File: src/rtl/spi_word_rx_pkg.sv
// Shared widths and state encoding for the SPI command-word receiver.
// The widths match the DATA/RDATA ports of the DINTERP block downstream.
package spi_word_rx_pkg;

  localparam int SPI_WORD_WIDTH = 32;
  localparam int SPI_TX_WIDTH   = 16;

  typedef enum logic {
    IDLE,
    SHIFT
  } spi_state_t;

endpackage

File: src/rtl/spi_word_rx_sync_edge.sv
// Multi-stage synchroniser for an asynchronous pin, with single-cycle rise/fall
// pulses derived from one extra flop behind the synchronised value.
module spi_sync_edge
  import spi_word_rx_pkg::*;
#(
  parameter int SYNC_STAGES = 2
) (
  input  logic clk,
  input  logic rst,
  input  logic din,
  output logic sync,
  output logic rise,
  output logic fall
);

  logic [SYNC_STAGES-1:0] chain;
  logic                   prev;

  always_ff @(posedge clk or posedge rst) begin
    if (rst) begin
      chain <= '0;
      prev  <= 1'b0;
    end else begin
      chain <= {chain[SYNC_STAGES-2:0], din};
      prev  <= chain[SYNC_STAGES-1];
    end
  end

  assign sync = chain[SYNC_STAGES-1];
  assign rise = sync & ~prev;
  assign fall = ~sync & prev;

endmodule

File: src/rtl/spi_word_rx.sv
// SPI mode-0 slave front end: deserialises command words from the host and
// shifts read-back data out on MISO during the following word.
module spi_word_rx
  import spi_word_rx_pkg::*;
#(
  parameter int WORD_WIDTH  = SPI_WORD_WIDTH,
  parameter int TX_WIDTH    = SPI_TX_WIDTH,
  parameter int SYNC_STAGES = 2
) (
  input  logic                  clk,
  input  logic                  rst,
  input  logic                  SCK,
  input  logic                  CS_N,
  input  logic                  MOSI,
  output logic                  MISO,
  input  logic [TX_WIDTH-1:0]   TX_DATA,
  output logic [WORD_WIDTH-1:0] DATA,
  output logic                  DATA_READY,
  output logic                  FRAME_ERR
);

  localparam int CNT_W = $clog2(WORD_WIDTH);
  localparam logic [CNT_W-1:0] LAST_BIT = CNT_W'(WORD_WIDTH - 1);

  logic sck_sync, sck_rise, sck_fall;
  logic cs_sync, cs_rise, cs_fall;
  logic [SYNC_STAGES-1:0] mosi_chain;
  logic mosi_sync;

  spi_state_t            state_q, state_n;
  logic                  armed_q, armed_n;
  logic [CNT_W-1:0]      bit_cnt_q, bit_cnt_n;
  logic [WORD_WIDTH-1:0] shreg_q, shreg_n;
  logic [TX_WIDTH-1:0]   txreg_q, txreg_n;
  logic                  skip_q, skip_n;
  logic [WORD_WIDTH-1:0] data_q, data_n;
  logic                  ready_q, ready_n;
  logic                  err_q, err_n;

  spi_sync_edge #(.SYNC_STAGES(SYNC_STAGES)) u_sck_sync (
    .clk  (clk),
    .rst  (rst),
    .din  (SCK),
    .sync (sck_sync),
    .rise (sck_rise),
    .fall (sck_fall)
  );

  spi_sync_edge #(.SYNC_STAGES(SYNC_STAGES)) u_cs_sync (
    .clk  (clk),
    .rst  (rst),
    .din  (CS_N),
    .sync (cs_sync),
    .rise (cs_rise),
    .fall (cs_fall)
  );

  // MOSI has the same depth as SCK so it lines up with the synchronised rise.
  always_ff @(posedge clk or posedge rst) begin
    if (rst) begin
      mosi_chain <= '0;
    end else begin
      mosi_chain <= {mosi_chain[SYNC_STAGES-2:0], MOSI};
    end
  end

  assign mosi_sync = mosi_chain[SYNC_STAGES-1];

  always_ff @(posedge clk or posedge rst) begin
    if (rst) begin
      state_q   <= IDLE;
      armed_q   <= 1'b0;
      bit_cnt_q <= '0;
      shreg_q   <= '0;
      txreg_q   <= '0;
      skip_q    <= 1'b0;
      data_q    <= '0;
      ready_q   <= 1'b0;
      err_q     <= 1'b0;
    end else begin
      state_q   <= state_n;
      armed_q   <= armed_n;
      bit_cnt_q <= bit_cnt_n;
      shreg_q   <= shreg_n;
      txreg_q   <= txreg_n;
      skip_q    <= skip_n;
      data_q    <= data_n;
      ready_q   <= ready_n;
      err_q     <= err_n;
    end
  end

  always_comb begin
    state_n   = state_q;
    armed_n   = armed_q;
    bit_cnt_n = bit_cnt_q;
    shreg_n   = shreg_q;
    txreg_n   = txreg_q;
    skip_n    = skip_q;
    data_n    = data_q;
    ready_n   = 1'b0;
    err_n     = 1'b0;

    case (state_q)
      IDLE: begin
        if (cs_sync) begin
          armed_n = 1'b1;
        end
        // A fall only precedes the first rise if SCK was high when the frame opened.
        if (cs_fall && armed_q) begin
          state_n   = SHIFT;
          armed_n   = 1'b0;
          bit_cnt_n = '0;
          shreg_n   = '0;
          txreg_n   = TX_DATA;
          skip_n    = sck_sync;
        end
      end

      SHIFT: begin
        if (sck_rise) begin
          shreg_n = {shreg_q[WORD_WIDTH-2:0], mosi_sync};
          if (bit_cnt_q == LAST_BIT) begin
            data_n    = {shreg_q[WORD_WIDTH-2:0], mosi_sync};
            ready_n   = 1'b1;
            bit_cnt_n = '0;
            txreg_n   = TX_DATA;
            skip_n    = 1'b1;
          end else begin
            bit_cnt_n = bit_cnt_q + 1'b1;
          end
        end else if (sck_fall) begin
          if (skip_q) begin
            skip_n = 1'b0;
          end else begin
            txreg_n = {txreg_q[TX_WIDTH-2:0], 1'b0};
          end
        end

        // Using the post-rise count lets a final bit and CS_N rise coincide cleanly.
        if (cs_rise) begin
          if (bit_cnt_n != '0) begin
            err_n = 1'b1;
          end
          state_n = IDLE;
        end
      end

      default: begin
        state_n = IDLE;
      end
    endcase
  end

  assign MISO       = (state_q == SHIFT) ? txreg_q[TX_WIDTH-1] : 1'b0;
  assign DATA       = data_q;
  assign DATA_READY = ready_q;
  assign FRAME_ERR  = err_q;

endmodule

File: config.mk
export PLATFORM = sky130hd
export DESIGN_NAME = spi_word_rx
export DESIGN_NICKNAME = d
export VERILOG_FILES = /design/src/rtl/spi_word_rx_pkg.sv /design/src/rtl/spi_word_rx_sync_edge.sv /design/src/rtl/spi_word_rx.sv
export SDC_FILE = /design/constraint.sdc
export NUM_CORES = 1
export LEC_CHECK = 0
export CAP_MARGIN = 0
export CORE_ASPECT_RATIO = 0.8
export CORE_MARGIN = 10
export CORE_UTILIZATION = 45
export DETAILED_ROUTE_END_ITERATION = 6
export PLACE_DENSITY_LB_ADDON = 0.08
export SYNTH_ARGS = -nofsm -noshare
export SYNTH_HDL_FRONTEND = slang
export SYNTH_SLANG_ARGS = --single-unit
File: constraint.sdc
create_clock -name clk -period 3.4 [get_ports clk]
set_input_delay 0.51 -clock clk [delete_from_list [all_inputs] [get_ports clk]]
set_output_delay 0.51 -clock clk [all_outputs]
set_load 0.02 [all_outputs]
==> results.py <==
metrics = {
    "critical_path": {
        "crit_type": "reg2reg",
        "crit_arrival_ns": 3.04,
        "crit_chain": "ha_1 > and3_1 > ha_1 > nand2b_1 > a31oi_2 > a31o_1 > buf_4 > mux2_4",
        "cpMostUsedCell": "ha_1",
        "critPathSlowestCell": "a31o_1",
        "critPathMaxFanout": 11,
        "slowest_delay_ns": 0.49,
        "end_kind": "flip-flop",
        "cp-start-kind": "flip-flop",
        "crit_required_ns": 3.65,
    },
    "route": {
        "drt-initial-drc-count": 131,
        "vias_per_cell": 5.18,
        "drt_pass1_iterations": 4,
        "totalWireLength_um": 7220,
        "ant_nets": 0,
        "vias": 2236,
        "drc": 0,
        "avgRoutedWirePerCell_um": 16.7,
    },
    "power_and_ir_drop": {
        "p_leak_nw": 2.22,
        "vdd_drop_max_mv": 0.270,
        "powerDensity_nw_per_um2": 521,
    },
    "cells_and_area": {
        "areaGrowthSynthToFinish_pct": 21.9,
        "fillCellCount": 714,
        "postLayoutCellArea_um2": 4690,
        "drive_above_1_share_pct": 26.3,
        "nets": 339,
        "antenna_cells": 0,
    },
    "floorplan": {
        "start_util_pct": 45.8,
        "die_h_um": 103,
        "fp.dieArea_um2": 12700,
        "core_um2": 8410,
        "die_w_um": 123,
        "io_pins": 56,
        "num_rows": 30,
    },
    "timing": {
        "finalSetupTns_ns": 0,
        "rsz0062_at_grt": "no",
        "hold_viol": 0,
        "tightest_slew_ns": 0.829,
        "slew_headroom_pct": 44.5,
        "max_freq_mhz": 358,
        "finalSetupViolCount": 0,
        "layout_min_cycle_time_ns": 2.79,
        "skew_ns": 0.0112,
        "period_share_pct": 82.2,
        "slew_violations": 0,
    },
    "synthesis": {
        "ys_warn_count": 0,
        "syn_area_per_cell_um2": 14.9,
        "synth_edf_count": 0,
        "synthDistinctLibCells": 32,
        "synth_top_area_cell": "dfrtp_1",
        "syn-num-nets": 283,
        "async_flop_share_pct": 100,
        "synth_area_leaders": "dfrtp_1 (63%), mux2_2 (14%), a22o_1 (7.5%)",
        "synth_ff_type": "dfrtp_1",
        "synth.yosys.seq_area_share_pct": 63.1,
        "synth_top_area_share_pct": 63.1,
        "ys_seq_elements": 97,
        "synthCells": 259,
        "syn_area_um2": 3850,
    },
    "global_route": {
        "track_usage_pct": 12.1,
        "use_met3_pct": 4.71,
        "antenna_found_initial": 0,
        "grt_use_met2_pct": 18.2,
        "use_met1_pct": 15.7,
        "grt_max_degree": 65,
        "grt-ovfl-total": 0,
        "grt_first_pass_wirelength_um": 12100,
        "first_global_vias": 2392,
        "busiest_layer": "met2",
    },
    "clock_tree": {
        "cts_resized": 0,
        "clock_sinks": 97,
        "clk_pin_slew_worst_paths_ns": 0.09,
        "cts_setup_buffers": 0,
        "cts_tree": "yes",
        "htreeDepth": 3,
        "clkLatencyLatePin_ns": 0.36,
        "clock-root-buffer": "clkbuf_8",
        "holdBufCountCts": 0,
        "ctsLongestPathBuffers": 2,
        "cts_buffers": 9,
    },
    "place": {
        "dp_hpwl_um": 4630,
        "gp_congestion": 0.791,
        "numPortBuffers": 55,
        "post_dp_cell_area_um2": 4510,
    },
    "outcome": {
        "status": "finished, final reports clean",
    },
    "job": {
        "maxCapViolCount": 0,
    },
    "min_path": {
        "hold_path.class": "reg2reg",
    },
}
[worst max-delay path, delay by kind of cell, from the launching register on]
| family | cells | cell delay (ns) |
|---|---|---|
| compound gates | 2 | 0.77 |
| fa+ha+maj | 2 | 0.49 |
| buf+inv | 1 | 0.27 |
| simple gates | 2 | 0.40 |
| mux | 1 | 0.30 |
| flops | 1 | 0.45 |
[power by group]
group,leakage (nW),internal [mW],switching (mW)
combinational,0.841,0.226,0.158
clock,0.0847,0.286,0.400
sequential,1.30,1.28,0.0890
[layer usage]
metal | wire [um] | up-vias
met3 | 436 | 13
met5 | 0 | -
met2 | 3220 | 37
met1 | 3460 | 1133
met4 | 106 | 0
li1 | - | 1053
[stage by stage]
step	total power, mW	std cells	setup slack (ns)	hold WS, ns	utilization, %
2_1_floorplan	1.68	259	0.356	0.331	-
3_3_place_gp	1.77	416	0.682	0.335	53.7
3_5_place_dp	1.78	416	0.599	0.335	53.7
4_1_cts	2.47	432	0.595	0.369	55.8
5_1_grt	2.57	432	0.421	0.377	55.8
6_report	2.44	432	0.606	0.366	55.8
[area by class of cell]
class / count / area [um^2] / share of cell area, %
clock inverter: 6 / 41.3 / 0.880
clock buffer: 10 / 138 / 2.93
sequential: 97 / 2430 / 51.7
timing repair buffer: 59 / 593 / 12.6
tap: 112 / 140 / 2.99
multi-input combinational: 140 / 1320 / 28.1
inverter: 8 / 32.5 / 0.694
[final timing paths]
| path | startpoint | end | slack, ns | cells after the start |
|---|---|---|---|---|
| setup / recovery | bit_cnt_q[0]$_DFFE_PP0P_ | txreg_q[5]$_DFFE_PP0P_ | 0.61 | 8 |
| max in group asynchronous | rst | u_cs_sync.prev$_DFF_PP0_ | 2.22 | 3 |
| setup reg to reg | bit_cnt_q[0]$_DFFE_PP0P_ | txreg_q[5]$_DFFE_PP0P_ | 0.61 | 8 |
| min in group asynchronous | rst | txreg_q[13]$_DFFE_PP0P_ | 0.51 | 2 |
| hold reg to reg | u_cs_sync.chain[0]$_DFF_PP0_ | u_cs_sync.chain[1]$_DFF_PP0_ | 0.37 | 0 |
| hold / removal | u_cs_sync.chain[0]$_DFF_PP0_ | u_cs_sync.chain[1]$_DFF_PP0_ | 0.37 | 0 |
[kinds of logic after synthesis]
logic type | after synthesis | synth area share, %
compound gates | 52 | 10.6
fa+ha+maj | 3 | 0.975
buf+inv | 22 | 2.73
flops | 97 | 63.1
mux | 64 | 19.5
simple gates | 21 | 3.06
[synthesized netlist by cell type, types with 6 or more instances]
master,instances
dfrtp_1,97
buf_2,6
mux2_1,6
mux2_4,9
inv_1,6
mux2_2,47
a22o_1,33
nand2_1,6
o21ai_0,10
[registers in the layout, summed over array words and instances (netlist names)]
| name | count |
|---|---|
| DATA | 32 |
| DATA_READY | 1 |
| FRAME_ERR | 1 |
| armed_q | 1 |
| bit_cnt_q | 5 |
| mosi_chain | 2 |
| shreg_q | 31 |
| skip_q | 1 |
| state_q | 1 |
| txreg_q | 16 |
| u_cs_sync.chain | 2 |
| u_cs_sync.prev | 1 |
| u_sck_sync.chain | 2 |
| u_sck_sync.prev | 1 |
[placed cells by master (no fill, tap or decap), types with 2 or more instances in the layout]
cell type,count
a21oi_1,2
a22o_1,33
a31oi_1,2
buf_4,3
clkbuf_8,10
clkdlybuf4s50_1,55
clkinv_2,2
clkinvlp_4,3
dfrtp_1,97
ha_1,3
inv_1,5
inv_2,2
mux2_1,6
mux2_2,47
mux2_4,9
mux2i_1,2
nand2_1,6
nand2_2,2
nand2b_1,2
nor2_1,2
nor3_1,2
o21ai_0,10
No activity file was read; power rests on OpenSTA's default activity.
==> RTL change 1 (config.mk and constraints unchanged) <==
Register the output `FRAME_ERR` once more, without a reset; this adds one clock of latency there. The other outputs are not delayed to match.
--- a/src/rtl/spi_word_rx.sv
+++ b/src/rtl/spi_word_rx.sv
@@ -155,7 +155,9 @@
   assign MISO       = (state_q == SHIFT) ? txreg_q[TX_WIDTH-1] : 1'b0;
   assign DATA       = data_q;
   assign DATA_READY = ready_q;
-  assign FRAME_ERR  = err_q;
+  always_ff @(posedge clk) begin
+    FRAME_ERR <= err_q;
+  end
 
 endmodule
 
Formal check against the unedited RTL: not equivalent (Yosys sat finds a counterexample within 10 cycles, from zero or initial values and one cycle with rst high).
==> RTL change 1 against the original RTL <==
Cell area grew 2.0%. Utilization grew 0.85 points. Area after synthesis rose by 0.52%. Setup slack better by 330 ps. Critical endpoint is now txreg_q[11]. Critical path type unchanged. Highest routed layer unchanged. Total power grew 9.5%. Wire length rose by 1.4%. Sequential cell count up 1.
==> RTL change 1: results (changes against the original RTL) <==
| Metric | Value |
|---|---|
| Skew final | `13.3 ps (+2.06 ps)` |
| Adder and majority cell fraction of the synthesized area | `0.00970 (-0.0000505)` |
| Met3 Wirelength | `507 um (+16%)` |
| Pin count of the biggest net entering global routing | `50 (-23%)` |
| Power after layout | `2670 uW (+9.5%)` |
| Arrival time of data at the critical path endpoint | `2710 ps (-330 ps)` |
| Worst-margin pin slew | `842 ps (+12.7 ps)` |
| Area growth from synthesis to final layout | `23.6%` |
| Non-Filler Instances | `433 (+0.23%)` |
| Worst r2r path cells | `8 (unchanged)` |
| Crit path max fanout | `16 (+5)` |
| Largest incremental delay on the critical path | `440 ps (-50 ps)` |
| First-pass GRT wire length | `12200 um (+0.91%)` |
| DR WL met2 | `3420 um (+6.2%)` |
| Post-synth cell types | `33 (+3.1%)` |
| Internal power | `2030 uW (+13%)` |
| Non-clock buffering overhead | `0.124 (-0.00245)` |
| Placed standard-cell area | `0.00453 mm2 (+0.44%)` |
| Gpl congestion | `0.758 (-4.2%)` |
| Share of the synthesized area in compound gates (AO/OA/AOI/OAI) | `0.106 (-0.000550)` |
| Met1 Usage GRT | `0.154 (-0.00326)` |
| Mean instance size in the synthesized netlist | `14.9 um2 (+0.13%)` |
| Result of the run | `complete, no violations` |
| Met1 Wirelength | `3320 um (-4.0%)` |
| Post-Place Worst Slack | `951 ps (+352 ps)` |
| Post-synth ARST share | `0.990 (-0.0102)` |
| Class of the tightest hold or removal check | `flop to flop` |
| Number of synthesized flops with an enable pin | `0 (unchanged)` |
| Count of placed standard cells including taps | `417 (+0.24%)` |
| # fillers | `712 (-0.28%)` |
| Global routing usage on met3 | `0.0536 (+0.00657)` |
| Most frequently used flop master after synthesis | `sky130_fd_sc_hd__dfrtp_1` |
| Worst path top cell family by delay | `adder cells` |
| Num Clock Sinks | `98 (+1.0%)` |
| Buffer count excluding the clock tree in the final layout | `59 (unchanged)` |
| Total vias in the final route | `2277 (+1.8%)` |
| Crit start category | `flop` |
| P_leak | `0.00226 uW (+1.9%)` |
| Fraction of synthesized area in multiplexers | `0.194 (-0.00101)` |
| CP max stage cell | `sky130_fd_sc_hd__dfrtp_1` |
| Via count of the first global-routing pass | `2383 (-0.38%)` |
| Worst supply voltage drop on vdd | `365 uV (+35%)` |
| Overall global routing resource usage | `0.123 (+0.00197)` |
| Drt wl/cell | `16.9 um (+1.2%)` |
| Share of post-route cells with drive strength above 1 | `0.262 (-0.000818)` |
| Clock network contribution to total cell area | `0.0526 (+0.0144)` |
| Most area-consuming cells after synthesis | `sky130_fd_sc_hd__dfrtp_1 (63%), sky130_fd_sc_hd__mux2_2 (14%), sky130_fd_sc_hd__a22o_1 (7.5%), sky130_fd_sc_hd__mux2_4 (3.5%), sky130_fd_sc_hd__mux2_1 (1.7%)` |
| Dpl hpwl | `4780 um (+3.3%)` |
| Total nets after synthesis | `284 (+0.35%)` |
RTL change 1: cell count changes in the layout (fill, tap and decap cells not counted):
cell | unedited run | this run
sky130_fd_sc_hd__dfxtp_1 | 0 | 1
sky130_fd_sc_hd__clkinv_4 | 0 | 1
sky130_fd_sc_hd__bufinv_16 | 0 | 3
sky130_fd_sc_hd__clkinvlp_4 | 3 | 2
sky130_fd_sc_hd__clkinv_2 | 2 | 0
sky130_fd_sc_hd__inv_6 | 1 | 0
RTL change 1: power groups by stage:
stage | sequential (uW) | combinational (uW) | clock, uW
CTS | 1390 | 393 | 929
finish | 1390 | 387 | 901
detailed placement | 1410 | 392 | 0
floorplan | 1380 | 317 | 0
global placement | 1400 | 380 | 0
global route | 1410 | 427 | 974
RTL change 1: path summary, 6_finish.rpt:
kind | end | slack [ps]
max | txreg_q[11] | 930
min | FRAME_ERR | 350
max reg2reg | txreg_q[11] | 930
min reg2reg | FRAME_ERR | 350
max in group asynchronous | DATA[17] | 2150
min in group asynchronous | shreg_q[27] | 580
==> RTL change 2 (same flow settings) <==
Made on the original files. The package constant `SPI_TX_WIDTH` goes from 16 to 12.
--- a/src/rtl/spi_word_rx_pkg.sv
+++ b/src/rtl/spi_word_rx_pkg.sv
@@ -3,7 +3,7 @@
 package spi_word_rx_pkg;
 
   localparam int SPI_WORD_WIDTH = 32;
-  localparam int SPI_TX_WIDTH   = 16;
+  localparam int SPI_TX_WIDTH   = 12;
 
   typedef enum logic {
     IDLE,
Interface: changed (resized TX_DATA); port bits go from 56 to 52. The function was not compared with the original's and may differ.
==> RTL change 2 against the original RTL <==
Non-clock buffer count down 4. Wire length shrank 7.5%. Setup slack improved by 400 ps. Sequential cell count fell by 4. Via count is 5.2% lower. Area after synthesis decreased by 4.9%. Cell area shrank 4.2%. Maximum frequency up 17%. Total power fell by 2.7%. Global-route usage is 0.36 points lower. Critical path type unchanged. Largest cell class unchanged. Largest power group unchanged.
==> RTL change 2: results (changes against the original RTL) <==
| Metric | Value |
|---|---|
| Total nets after synthesis | `266 (-6.0%)` |
| Count of input and output buffers | `51 (-7.3%)` |
| Count of routing violations after the opening detailed-route iteration | `112 (-15%)` |
| Largest incremental delay on the critical path | `440 ps (-50 ps)` |
| Fraction of synthesized area in multiplexers | `0.181 (-0.0146)` |
| First-pass GRT wire length | `11500 um (-4.9%)` |
| Maximum root-to-sink buffer count | `2 (unchanged)` |
| Worst supply voltage drop on vdd | `259 uV (-4.1%)` |
| Drt wl/cell | `16.2 um (-3.0%)` |
| Crit path max fanout | `12 (+1)` |
| Number of clock buffers inserted by TritonCTS | `9 (unchanged)` |
| Placed standard-cell area | `0.00429 mm2 (-5.0%)` |
| NumNets Final | `319 (-5.9%)` |
| Share of the synthesized area in compound gates (AO/OA/AOI/OAI) | `0.114 (+0.00784)` |
| Proportion of synthesized chip area in sequential cells | `0.636 (+0.00499)` |
| Dpl hpwl | `4270 um (-7.6%)` |
| Via count of the first global-routing pass | `2224 (-7.0%)` |
| Arrival time of data at the critical path endpoint | `2630 ps (-410 ps)` |
| Flip-flop count of the largest register after layout | `32 (unchanged)` |
| Pin count of the biggest net entering global routing | `94 (+45%)` |
| Most area-consuming cells after synthesis | `sky130_fd_sc_hd__dfrtp_1 (64%), sky130_fd_sc_hd__mux2_2 (13%), sky130_fd_sc_hd__a22o_1 (7.9%), sky130_fd_sc_hd__mux2_4 (3.7%), sky130_fd_sc_hd__o21ai_0 (1.4%)` |
| Result of the run | `complete, no violations` |
| Hold path startpoint | `mosi_chain[0]` |
| Time the worst path needs with I/O delays and setup | `2390 ps (-401 ps)` |
| Cell types with the highest counts after synthesis | `sky130_fd_sc_hd__dfrtp_1 (93), sky130_fd_sc_hd__mux2_2 (42), sky130_fd_sc_hd__a22o_1 (33)` |
| Slew headroom | `0.650 (+0.205)` |
| Detailed-route vias per instance | `5.15 (-0.59%)` |
| Post-synth cell types | `33 (+3.1%)` |
| Overall global routing resource usage | `0.117 (-0.00359)` |
| Post-synthesis cell count | `246 (-5.0%)` |
| Count of placed standard cells including taps | `396 (-4.8%)` |
| Adder and majority cell fraction of the synthesized area | `0.0103 (+0.000500)` |
| P_leak | `0.00214 uW (-3.5%)` |
| Clock slew at the register clock pins of the worst setup and hold paths | `90 ps (about the same)` |
| Post-Place Worst Slack | `1030 ps (+435 ps)` |
| Skew final | `6.93 ps (-4.30 ps)` |
| Gpl congestion | `0.751 (-5.1%)` |
| # fillers | `690 (-3.4%)` |
| CP max stage cell | `sky130_fd_sc_hd__dfrtp_1` |
| Aggregate routed wire length | `6680 um (-7.5%)` |
| Share of post-route cells with drive strength above 1 | `0.257 (-0.00592)` |
==> RTL change 2: worst paths after layout <==
check,end,slack (ps),cells past startpoint
worst max-delay path,txreg_q[10],1010,7
worst min-delay path,mosi_chain[1],360,0
worst max register to register,txreg_q[10],1010,7
worst min register to register,mosi_chain[1],360,0
max in group asynchronous,shreg_q[18],2420,3
min in group asynchronous,txreg_q[7],610,3
==> RTL change 2: kinds of logic (layout without fill, tap and decap cells) <==
group                    after synthesis  in the layout
buffers and inverters                 21             79
AO/OA/AOI/OAI                         52             52
adder cells (fa/ha/maj)                3              3
AND/OR/NAND/NOR                       21             21
flip-flops                            93             93
multiplexers                          56             56
==> RTL change 2: where the power goes <==
group / total, uW / switching (uW) / internal, uW
registers: 1290 / 77.9 / 1210
clock network: 756 / 390 / 366
logic: 331 / 140 / 190
==> RTL change 2: routing by layer <==
| layer | part of all wire | GRT usage | vias up |
|---|---|---|---|
| met2 | 0.44 | 0.164 | 37 |
| met3 | 0.061 | 0.0532 | 7 |
| met1 | 0.49 | 0.159 | 1077 |
| met5 | 0 | 0 | - |
| li1 | - | - | 999 |
| met4 | 0.0093 | 0.0333 | 0 |
==> RTL change 2: layout make-up <==
class	instances	area (um2)	share of cell area
Sequential cell	93	2330	0.518
Inverter	8	35.0	0.00780
Multi-Input combinational cell	132	1230	0.275
Clock inverter	6	71.3	0.0159
Clock buffer	10	138	0.0306
Timing Repair Buffer	55	553	0.123
Tap cell	108	135	0.0301
